[config.mk]
export PLATFORM = sky130hd
export DESIGN_NAME = debounce_bank
export DESIGN_NICKNAME = d
export VERILOG_FILES = /design/src/rtl/debounce_bank.sv
export SDC_FILE = /design/constraint.sdc
export NUM_CORES = 1
export LEC_CHECK = 0
export ABC_AREA = 1
export BUFFER_PORTS_ARGS = -buffer_cell sky130_fd_sc_hd__buf_2
export CELL_PAD_IN_SITES_DETAIL_PLACEMENT = 1
export CELL_PAD_IN_SITES_GLOBAL_PLACEMENT = 1
export CORE_UTILIZATION = 50
export CTS_BUF_LIST = sky130_fd_sc_hd__clkbuf_16
export DETAILED_ROUTE_END_ITERATION = 10
export PLACE_DENSITY = 0.88
export SLEW_MARGIN = 40
export SYNTH_ARGS = -nofsm -noshare
export SYNTH_HDL_FRONTEND = slang
export SYNTH_SLANG_ARGS = --single-unit
[constraint.sdc]
create_clock -name clk -period 3.7 [get_ports clk]
set_clock_uncertainty 0.1 [all_clocks]
set_input_delay 0.37 -clock clk [delete_from_list [all_inputs] [get_ports clk]]
set_output_delay 0.37 -clock clk [all_outputs]
set_load 0.02 [all_outputs]
[src/rtl/debounce_bank.sv]
// Bank of independent button debouncers: 2-flop synchroniser, symmetric
// debounce window, press/release edge pulses and a one-shot long-press pulse.
module debounce_bank #(
    parameter int CHANNELS   = 4,
    parameter int CTR_BITS   = 19,
    parameter int HOLD_BITS  = 24,
    parameter bit ACTIVE_LOW = 1'b0
) (
    input  logic                clk,
    input  logic                rst_n,
    input  logic [CHANNELS-1:0] btn,
    output logic [CHANNELS-1:0] state,
    output logic [CHANNELS-1:0] press,
    output logic [CHANNELS-1:0] release_pulse,
    output logic [CHANNELS-1:0] long_press,
    output logic                any_change
);

    localparam logic [HOLD_BITS-1:0] HOLD_MAX = '1;
    localparam logic [HOLD_BITS-1:0] HOLD_PRE = HOLD_MAX - 1'b1;

    logic [CHANNELS-1:0] norm;
    logic [CHANNELS-1:0] press_next;
    logic [CHANNELS-1:0] release_next;
    logic                any_change_reg;

    // Normalise polarity so that 1 always means "pressed" from here on.
    assign norm = ACTIVE_LOW ? ~btn : btn;

    generate
        for (genvar gi = 0; gi < CHANNELS; gi++) begin : g_chan
            logic                 sync0_reg;
            logic                 sync1_reg;
            logic                 state_reg;
            logic [CTR_BITS-1:0]  ctr_reg;
            logic [HOLD_BITS-1:0] hold_reg;
            logic                 press_reg;
            logic                 release_reg;
            logic                 long_reg;
            logic                 flip;

            // The window completes on the edge where a full counter still sees a difference.
            assign flip             = (sync1_reg != state_reg) && (ctr_reg == '1);
            assign press_next[gi]   = flip && !state_reg;
            assign release_next[gi] = flip && state_reg;

            always_ff @(posedge clk) begin
                if (!rst_n) begin
                    sync0_reg   <= 1'b0;
                    sync1_reg   <= 1'b0;
                    state_reg   <= 1'b0;
                    ctr_reg     <= '0;
                    hold_reg    <= '0;
                    press_reg   <= 1'b0;
                    release_reg <= 1'b0;
                    long_reg    <= 1'b0;
                end else begin
                    sync0_reg   <= norm[gi];
                    sync1_reg   <= sync0_reg;
                    press_reg   <= press_next[gi];
                    release_reg <= release_next[gi];

                    if (sync1_reg == state_reg) begin
                        ctr_reg <= '0;
                    end else if (ctr_reg == '1) begin
                        ctr_reg   <= '0;
                        state_reg <= ~state_reg;
                    end else begin
                        ctr_reg <= ctr_reg + 1'b1;
                    end

                    // A release on this edge wins over a simultaneous saturation.
                    long_reg <= 1'b0;
                    if (!state_reg || release_next[gi]) begin
                        hold_reg <= '0;
                    end else if (hold_reg != HOLD_MAX) begin
                        hold_reg <= hold_reg + 1'b1;
                        long_reg <= (hold_reg == HOLD_PRE);
                    end
                end
            end

            assign state[gi]         = state_reg;
            assign press[gi]         = press_reg;
            assign release_pulse[gi] = release_reg;
            assign long_press[gi]    = long_reg;
        end
    endgenerate

    always_ff @(posedge clk) begin
        if (!rst_n) begin
            any_change_reg <= 1'b0;
        end else begin
            any_change_reg <= |(press_next | release_next);
        end
    end

    assign any_change = any_change_reg;

endmodule

# Yosys cells after proc, flatten, opt, wreduce, memory -nomap -nowiden
# Index checks and enable logic that the tools add are counted.
dict set report word_totals {
  register_bits 197
  word_cells 112
}
dict set report classes {
  add_sub_neg 8
  eq_ne 20
  bitwise 14
  n_reduce_logical 37
}
# cell n
set op_table {}
lappend op_table {{24-bit by 1-bit adder with 24-bit output (second input constant)} 4}
lappend op_table {{24-bit equality test (second input constant)} 4}
lappend op_table {{24-bit != test (second input constant)} 4}
lappend op_table {{19-bit by 1-bit adder with 19-bit output (second input constant)} 4}
lappend op_table {{19-bit equality test (second input constant)} 4}
lappend op_table {{3-bit OR reduction} 8}
lappend op_table {{1-bit inverter} 13}
lappend op_table {{1-bit logical AND} 12}
lappend op_table {{2-bit AND reduction} 4}
lappend op_table {{2-bit OR reduction} 4}
lappend op_table {{1-bit equality test} 4}
lappend op_table {{1-bit zero test} 4}
lappend op_table {{1-bit logical OR} 4}
lappend op_table {{1-bit != test} 4}
lappend op_table {{4-bit bitwise OR} 1}
lappend op_table {{4-bit OR reduction} 1}

# Longest topological paths before layout
# Gate-level depths: netlist of run 1.
dict set report depth {
  word_depth 5
  depth_mapped 10
  ltp_nobuf 10
}

# Worst setup path before layout of run 1
# No wires, ideal clock.
dict set report synth_timing {
  path_kind {register to register}
  from {register g_chan[0].hold_reg[0]}
  to {register g_chan[0].long_reg}
  arrival_time_ns 1.450
  required_time_ns 3.487
  setup_slack_ns 2.037
  stages_incl_launch_ff 10
  n_path_buf 1
  synth_period_minus_slack_ns 1.663
  cell_sequence {dfxtp_1 > ha_1 > inv_1 > nor2_4 > nand2_4 > nor2_4 > nand2_4 > buf_6 > nand3_1 > nor2_1}
}
dict set report synth_via {
  elab_chain_len 3
}
# element line
set synth_lines {}
lappend synth_lines {{start: declaration} 36} ;# logic [HOLD_BITS-1:0] hold_reg;
lappend synth_lines {{start signal: assignment} 77} ;# hold_reg <= hold_reg + 1'b1;
lappend synth_lines {{24-bit != test} 76} ;# end else if (hold_reg != HOLD_MAX) begin
lappend synth_lines {{1-bit inverter (no line)} n/a}
lappend synth_lines {{3-bit OR reduction (no line)} n/a}
lappend synth_lines {{end signal: assignment} 78} ;# long_reg <= (hold_reg == HOLD_PRE);
lappend synth_lines {{end: declaration} 39} ;# logic long_reg;
# Parallel ways exist; a longest one is shown, timed or not.
# A chain may end at the register's enable or synchronous reset.

# Worst setup path after layout of run 1
dict set report layout_timing {
  from {register g_chan[0].ctr_reg[0]}
  to {register g_chan[0].hold_reg[18]}
}
dict set report layout_via {
  elab_chain_len 5
}
# element line
set layout_lines {}
lappend layout_lines {{start: declaration} 35} ;# logic [CTR_BITS-1:0] ctr_reg;
lappend layout_lines {{start signal: assignment} 69} ;# ctr_reg <= ctr_reg + 1'b1;
lappend layout_lines {{19-bit equality test} 43} ;# assign flip = (sync1_reg != state_reg) && (ctr_reg == '1);
lappend layout_lines {{1-bit logical AND} 43}
lappend layout_lines {{1-bit logical AND} 45} ;# assign release_next[gi] = flip && state_reg;
lappend layout_lines {{1-bit logical OR} 74} ;# if (!state_reg || release_next[gi]) begin
lappend layout_lines {{2-bit OR reduction (no line)} n/a}
# No other way between the ends.

==> results of run 1 <==
cell usage after synthesis (13+ instances only):
library cell | count | area (um2)
inv_1 | 126 | 473.0
xnor2_1 | 52 | 455.4
buf_4 | 20 | 150.1
a21oi_1 | 54 | 270.3
nand4_1 | 16 | 100.1
nand3_2 | 14 | 140.1
nand2_1 | 383 | 1438
nand2_2 | 14 | 87.58
buf_6 | 13 | 146.4
nor2_1 | 304 | 1141
xor2_1 | 41 | 359.1
nor2_4 | 14 | 157.7
nor3_1 | 13 | 65.06
nand3b_1 | 23 | 172.7
dfxtp_1 | 197 | 3944
nand3_1 | 63 | 315.3
nor2_2 | 24 | 150.1
critical path: cells and delay by family, from the launching register on:
kind	cells	cell delay, ns
fa+ha+maj	1	0.19
simple gates	7	1.16
buf+inv	2	0.29
flops	1	0.41
layout make-up:
class	count	share of cell area, %
Multi-Input combinational cell	1064	49.24
Sequential cell	197	36.64
Inverter	136	4.801
Clock buffer	17	3.952
Tap cell	265	3.080
Clock inverter	15	1.197
Timing Repair Buffer	23	1.093
worst paths after layout:
check	endpoint	cells past startpoint	slack, ns
max	g_chan[0].hold_reg[18]	10	1.44
min	g_chan[1].sync0_reg	3	0.01
max reg2reg	g_chan[0].hold_reg[18]	10	1.44
min reg2reg	g_chan[2].sync1_reg	2	0.32
metal layers:
| layer | global-route usage, % | vias up |
|---|---|---|
| met4 | 6.663 | 0 |
| met5 | 0 | - |
| li1 | - | 4419 |
| met2 | 45.87 | 48 |
| met1 | 29.17 | 4177 |
| met3 | 3.444 | 19 |
power by group:
part | switching, uW | internal [uW]
logic | 17.4 | 6.91
registers | 3.91 | 2120
clock network | 866 | 933
stage by stage:
stage          utilization [%]  instances  hold WS (ns)  cell area (um2)
2_1_floorplan                -       1433        0.2905            10090
3_3_place_gp             52.12       1685        0.2929            10210
3_5_place_dp             52.12       1685        0.3084            10210
4_1_cts                  54.95       1717      0.002902            10760
5_1_grt                  54.95       1717      0.008363            10760
6_report                 54.95       1717       0.01400            10760
kinds of logic (layout without fill, tap and decap cells):
family / after synthesis / in the layout / synth area share (%)
XOR/XNOR: 93 / 93 / 8.076
buffers and inverters: 172 / 191 / 8.349
AND/OR/NAND/NOR: 890 / 890 / 39.30
adder cells (fa/ha/maj): 12 / 12 / 1.489
flip-flops: 197 / 197 / 39.10
AO/OA/AOI/OAI: 69 / 69 / 3.684
==> flow_summary_export.csv, run 1 <==
group,metric,value,unit
floorplan,core.rowCount,51,
global_routing,grt_pass1_vias,8941,
cells_and_area,multi_input_area,0.005300,mm2
sta,rsz0062_at_grt,"false",
floorplan,dieArea,0.02074,mm2
critical_path,critPathMaxStageDelay,0.42,ns
global_routing,grt_use_total,24.60,%
clocking,cts_tree,"done",
critical_path,crit_type,"reg -> reg",
synth,syn_inst,1433,
cells_and_area,nFillCells,2624,
route,num_vias,8663,
route,drt_iter0_markers,297,
synth,synth-edff-count,0,
floorplan,io_pins,23,
sta,hold_violations,0,
critical_path,path_max_fanout,21,
cells_and_area,largest_reg_flops,96,
cells_and_area,final-seq-area,0.003944,mm2
placement,gp_congestion,0.8354,
placement,port_buffers,22,
sta,slew_violations,0,
critical_path,cp.required,3.93,ns
critical_path,worstReg2RegStart,"g_chan[0].ctr_reg[0]",
floorplan,die_h,144.0,um
sta,max_slew_margin,63.02,%
global_routing,overflow,0,
clocking,cts_hold_buf,0,
clocking,clockRootBuffer,"clkbuf_16",
critical_path,critPathLaunchType,"flip-flop",
hold_path,hp-class,"in -> reg",
critical_path,crit_slowest_cell,"nand3_2",
power,power.density,367.0,mW/mm2
cells_and_area,drive_gt1_share,10.61,%
route,wl_met1,10890,um
clocking,cts_inserted_buffers,17,
route,highest_layer,"met4",
sta,fin_tns_setup,0,ns
synth,yosys_warnings,0,
route,post_drt_wl_per_cell,13.92,um
synth,syn_avg_cell_area,7.038,um2
clocking,path_clk_slew,0.07,ns
power,power,3950,uW
run,max_cap_viol_count,0,
status,status,"complete, no violations",
placement,dp_hpwl,17550,um
cells_and_area,nNetsFinal,1457,
synth,synthFlopType,"dfxtp_1",
route,drt-pass1-iter-count,4,
clocking,clk_latency,0.44,ns
route,postRouteAntennaNets,0,
global_routing,grt_pass1_wl,41080,um
critical_path,path_cells,"ha_1, nand2_1, nor2_2, nand2_2, nor2_4, nand3_2, nand3_2, inv_1, nand2_1, inv_1",
route,drc,0,
synth,synth.distinct_cells,32,
sta,worst_slack,1.443,ns
synth,netlist_area,0.01009,mm2
sta,tightest_slew,0.5540,ns
critical_path,startpoint,"g_chan[0].ctr_reg[0]",
global_routing,antenna_found_initial,0,
power,peakVddDrop,0.3017,mV
route,routed_wl,23900,um
clocking,cts.sinks,197,
global_routing,grt_max_degree,22,
synth,yosysSeqAreaShare,39.10,%
sta,min_period,2.257,ns
floorplan,core,0.01959,mm2
route,wl_met3,363,um
clocking,cts_htree_levels,4,
critical_path,critPathArrivalTime,2.49,ns
hold_path,worstHoldStart,"btn[1]",
placement,detailedPlace.worstSlack,1.452,ns
cells_and_area,final_common_cell,"nand2_1",
cells_and_area,synthToLayoutAreaGrowth,6.724,%
sta,setup_viol,0,
power,p_leak,0.003935,uW
floorplan,start_util,51.48,%
clocking,clk_path_buf_depth,2,
route,dr_wl_met2,12380,um
synth,synth_seq_cells,197,
sta,min_period_over_period,61.01,%
synth,syn_nets,1451,
route,routed_via_density,5.045,
clocking,cts_resized,0,
floorplan,die_w,144.0,um
cells_and_area,final_cell_mix,"nand2_1, nor2_1, dfxtp_1, inv_1, nand3_1",
synth,async_flop_share,0,%
clocking,postCtsSetupBuffers,0,
critical_path,crit_path_end_kind,"flip-flop",
sta,clock.fmax,443.0,MHz
cells_and_area,antenna_cells,0,
(Power assumes the default switching activity.)
==> inputs of run 2 (changes only) <==
Settings changed: CORE_UTILIZATION 50 to 46, PLACE_DENSITY 0.88 to 0.82.
Clock period 3.7 ns to 2.3 ns, I/O delays scaled along.
==> run 2 against run 1 <==
Effect of this change: worst hold slack improved by 0.13 ns; utilization fell by 3.7 points; power increased by 60%; clock power up 58%; critical endpoint is now g_chan[2].hold_reg[17]; cell count up 1.2%; fmax up 9.1%; critical path depth unchanged; highest routed layer unchanged.
==> flow_summary_export.csv, run 2 (synthesized netlist as in run 1, its figures left out) <==
group,metric,value,unit
clocking,clk_latency,0.44,ns
critical_path,critPathMaxStageDelay,0.41,ns
critical_path,crit_type,"reg -> reg",
sta,min_period,2.070,ns
floorplan,die_h,150.1,um
clocking,cts_htree_levels,4,
clocking,path_clk_slew,0.08,ns
sta,slew_violations,0,
sta,rsz0062_at_grt,"false",
clocking,postCtsSetupBuffers,0,
global_routing,grt_pass1_wl,40450,um
floorplan,io_pins,23,
hold_path,hp-class,"in -> reg",
cells_and_area,final_common_cell,"nand2_1",
cells_and_area,largest_reg_flops,96,
cells_and_area,final_cell_mix,"nand2_1, nor2_1, dfxtp_1, inv_1, nand3_1",
cells_and_area,nNetsFinal,1468,
placement,dp_hpwl,17710,um
power,power.density,579.0,mW/mm2
critical_path,crit_slowest_cell,"dfxtp_1",
global_routing,grt_pass1_vias,9032,
route,routed_via_density,4.959,
power,p_leak,0.003990,uW
clocking,cts_inserted_buffers,17,
floorplan,core.rowCount,53,
sta,tightest_slew,0.4965,ns
placement,port_buffers,22,
critical_path,critPathLaunchType,"flip-flop",
route,postRouteAntennaNets,0,
route,drt_iter0_markers,275,
floorplan,core,0.02129,mm2
route,num_vias,8618,
sta,min_period_over_period,89.99,%
global_routing,overflow,0,
sta,hold_violations,0,
route,post_drt_wl_per_cell,13.44,um
critical_path,critPathBufInv,2,
critical_path,path_max_fanout,11,
clocking,clk_path_buf_depth,2,
sta,setup_viol,0,
route,drc,0,
floorplan,die_w,150.1,um
cells_and_area,antenna_cells,0,
clocking,cts_hold_buf,4,
clocking,cts.sinks,197,
critical_path,critPathArrivalTime,2.31,ns
critical_path,cp_top_family,"simple AND/OR/NAND/NOR gates",
clocking,cts_tree,"done",
route,drt-pass1-iter-count,4,
cells_and_area,drive_gt1_share,11.14,%
global_routing,grt_max_degree,22,
route,routed_wl,23360,um
run,max_cap_viol_count,0,
power,power,6311,uW
clocking,clockRootBuffer,"clkbuf_16",
sta,clock.fmax,483.2,MHz
critical_path,cp.required,2.55,ns
cells_and_area,utilization,51.21,%
cells_and_area,synthToLayoutAreaGrowth,8.076,%
sta,fin_tns_setup,0,ns
sta,max_slew_margin,66.90,%
placement,gp_congestion,0.8443,
global_routing,grt_use_total,22.20,%
clocking,cts_resized,0,
status,status,"complete, no violations",
critical_path,path_cells,"ha_1, nand2_2, nor2_4, nand3_2, nor2_4, nand3_2, nand2_2, inv_2, nand2_1, inv_1",
floorplan,start_util,47.38,%
power,peakVddDrop,0.3722,mV
critical_path,crit_path_end_kind,"flip-flop",
floorplan,dieArea,0.02252,mm2
global_routing,antenna_found_initial,0,
run 2: cell count changes in the layout (fill, tap and decap cells not counted), sizes merged:
| cell | change |
|---|---|
| buf | +7 |
| bufinv | -1 |
| clkinvlp | +2 |
| dlygate4sd3 | +4 |
| inv | -1 |
run 2: final cells by class:
cell class	instances	area (um2)
clock inverters	15	122.6
repair buffers	34	247.7
multi-input cells	1064	5300
clock buffers	17	425.4
fillers	2819	10390
inverters	136	516.7
flip-flops and latches	197	3944
well taps	275	344.1
run 2: report_power, final:
part	leakage, uW	switching, uW	total [uW]	internal, uW
Clock	0.000262	1430	2850	1410
Sequential	0.00159	5.66	3420	3420
Combinational	0.00214	28.7	43.0	14.3
run 2: metrics by stage:
step / hold WS [ns] / std cells / setup slack, ns / cell area (um2)
CTS: 0.1239 / 1738 / 0.2101 / 10900
detailed placement: 0.3166 / 1702 / 0.2383 / 10310
floorplan: 0.2276 / 1433 / 0.6369 / 10090
global placement: 0.2979 / 1702 / 0.3003 / 10310
global route: 0.1591 / 1738 / 0.06213 / 10900
finish: 0.1392 / 1738 / 0.2303 / 10900
run 2: layer usage:
| metal | vias to the layer above | wire length (um) | global-route usage [%] |
|---|---|---|---|
| li1 | 4444 | - | - |
| met1 | 4095 | 10940 | 26.37 |
| met2 | 47 | 11730 | 40.88 |
| met3 | 32 | 326 | 2.988 |
| met4 | 0 | 365 | 7.020 |
| met5 | - | 0 | 0 |
run 2: worst paths after layout:
kind / from / end / slack, ns / depth (start not counted)
min reg2reg: g_chan[2].sync0_reg / g_chan[2].sync1_reg / 0.33 / 2
min: rst_n / g_chan[0].sync0_reg / 0.14 / 3
max reg2reg: g_chan[2].ctr_reg[0] / g_chan[2].hold_reg[17] / 0.23 / 10
max: g_chan[2].ctr_reg[0] / g_chan[2].hold_reg[17] / 0.23 / 10
run 2: worst reg2reg max path: stages (launching register included):
cell and delay (ns):
dfxtp_1 0.41, ha_1 0.22, nand2_2 0.09, nor2_4 0.15, nand3_2 0.15, nor2_4 0.17
nand3_2 0.13, nand2_2 0.30, inv_2 0.13, nand2_1 0.09, inv_1 0.03
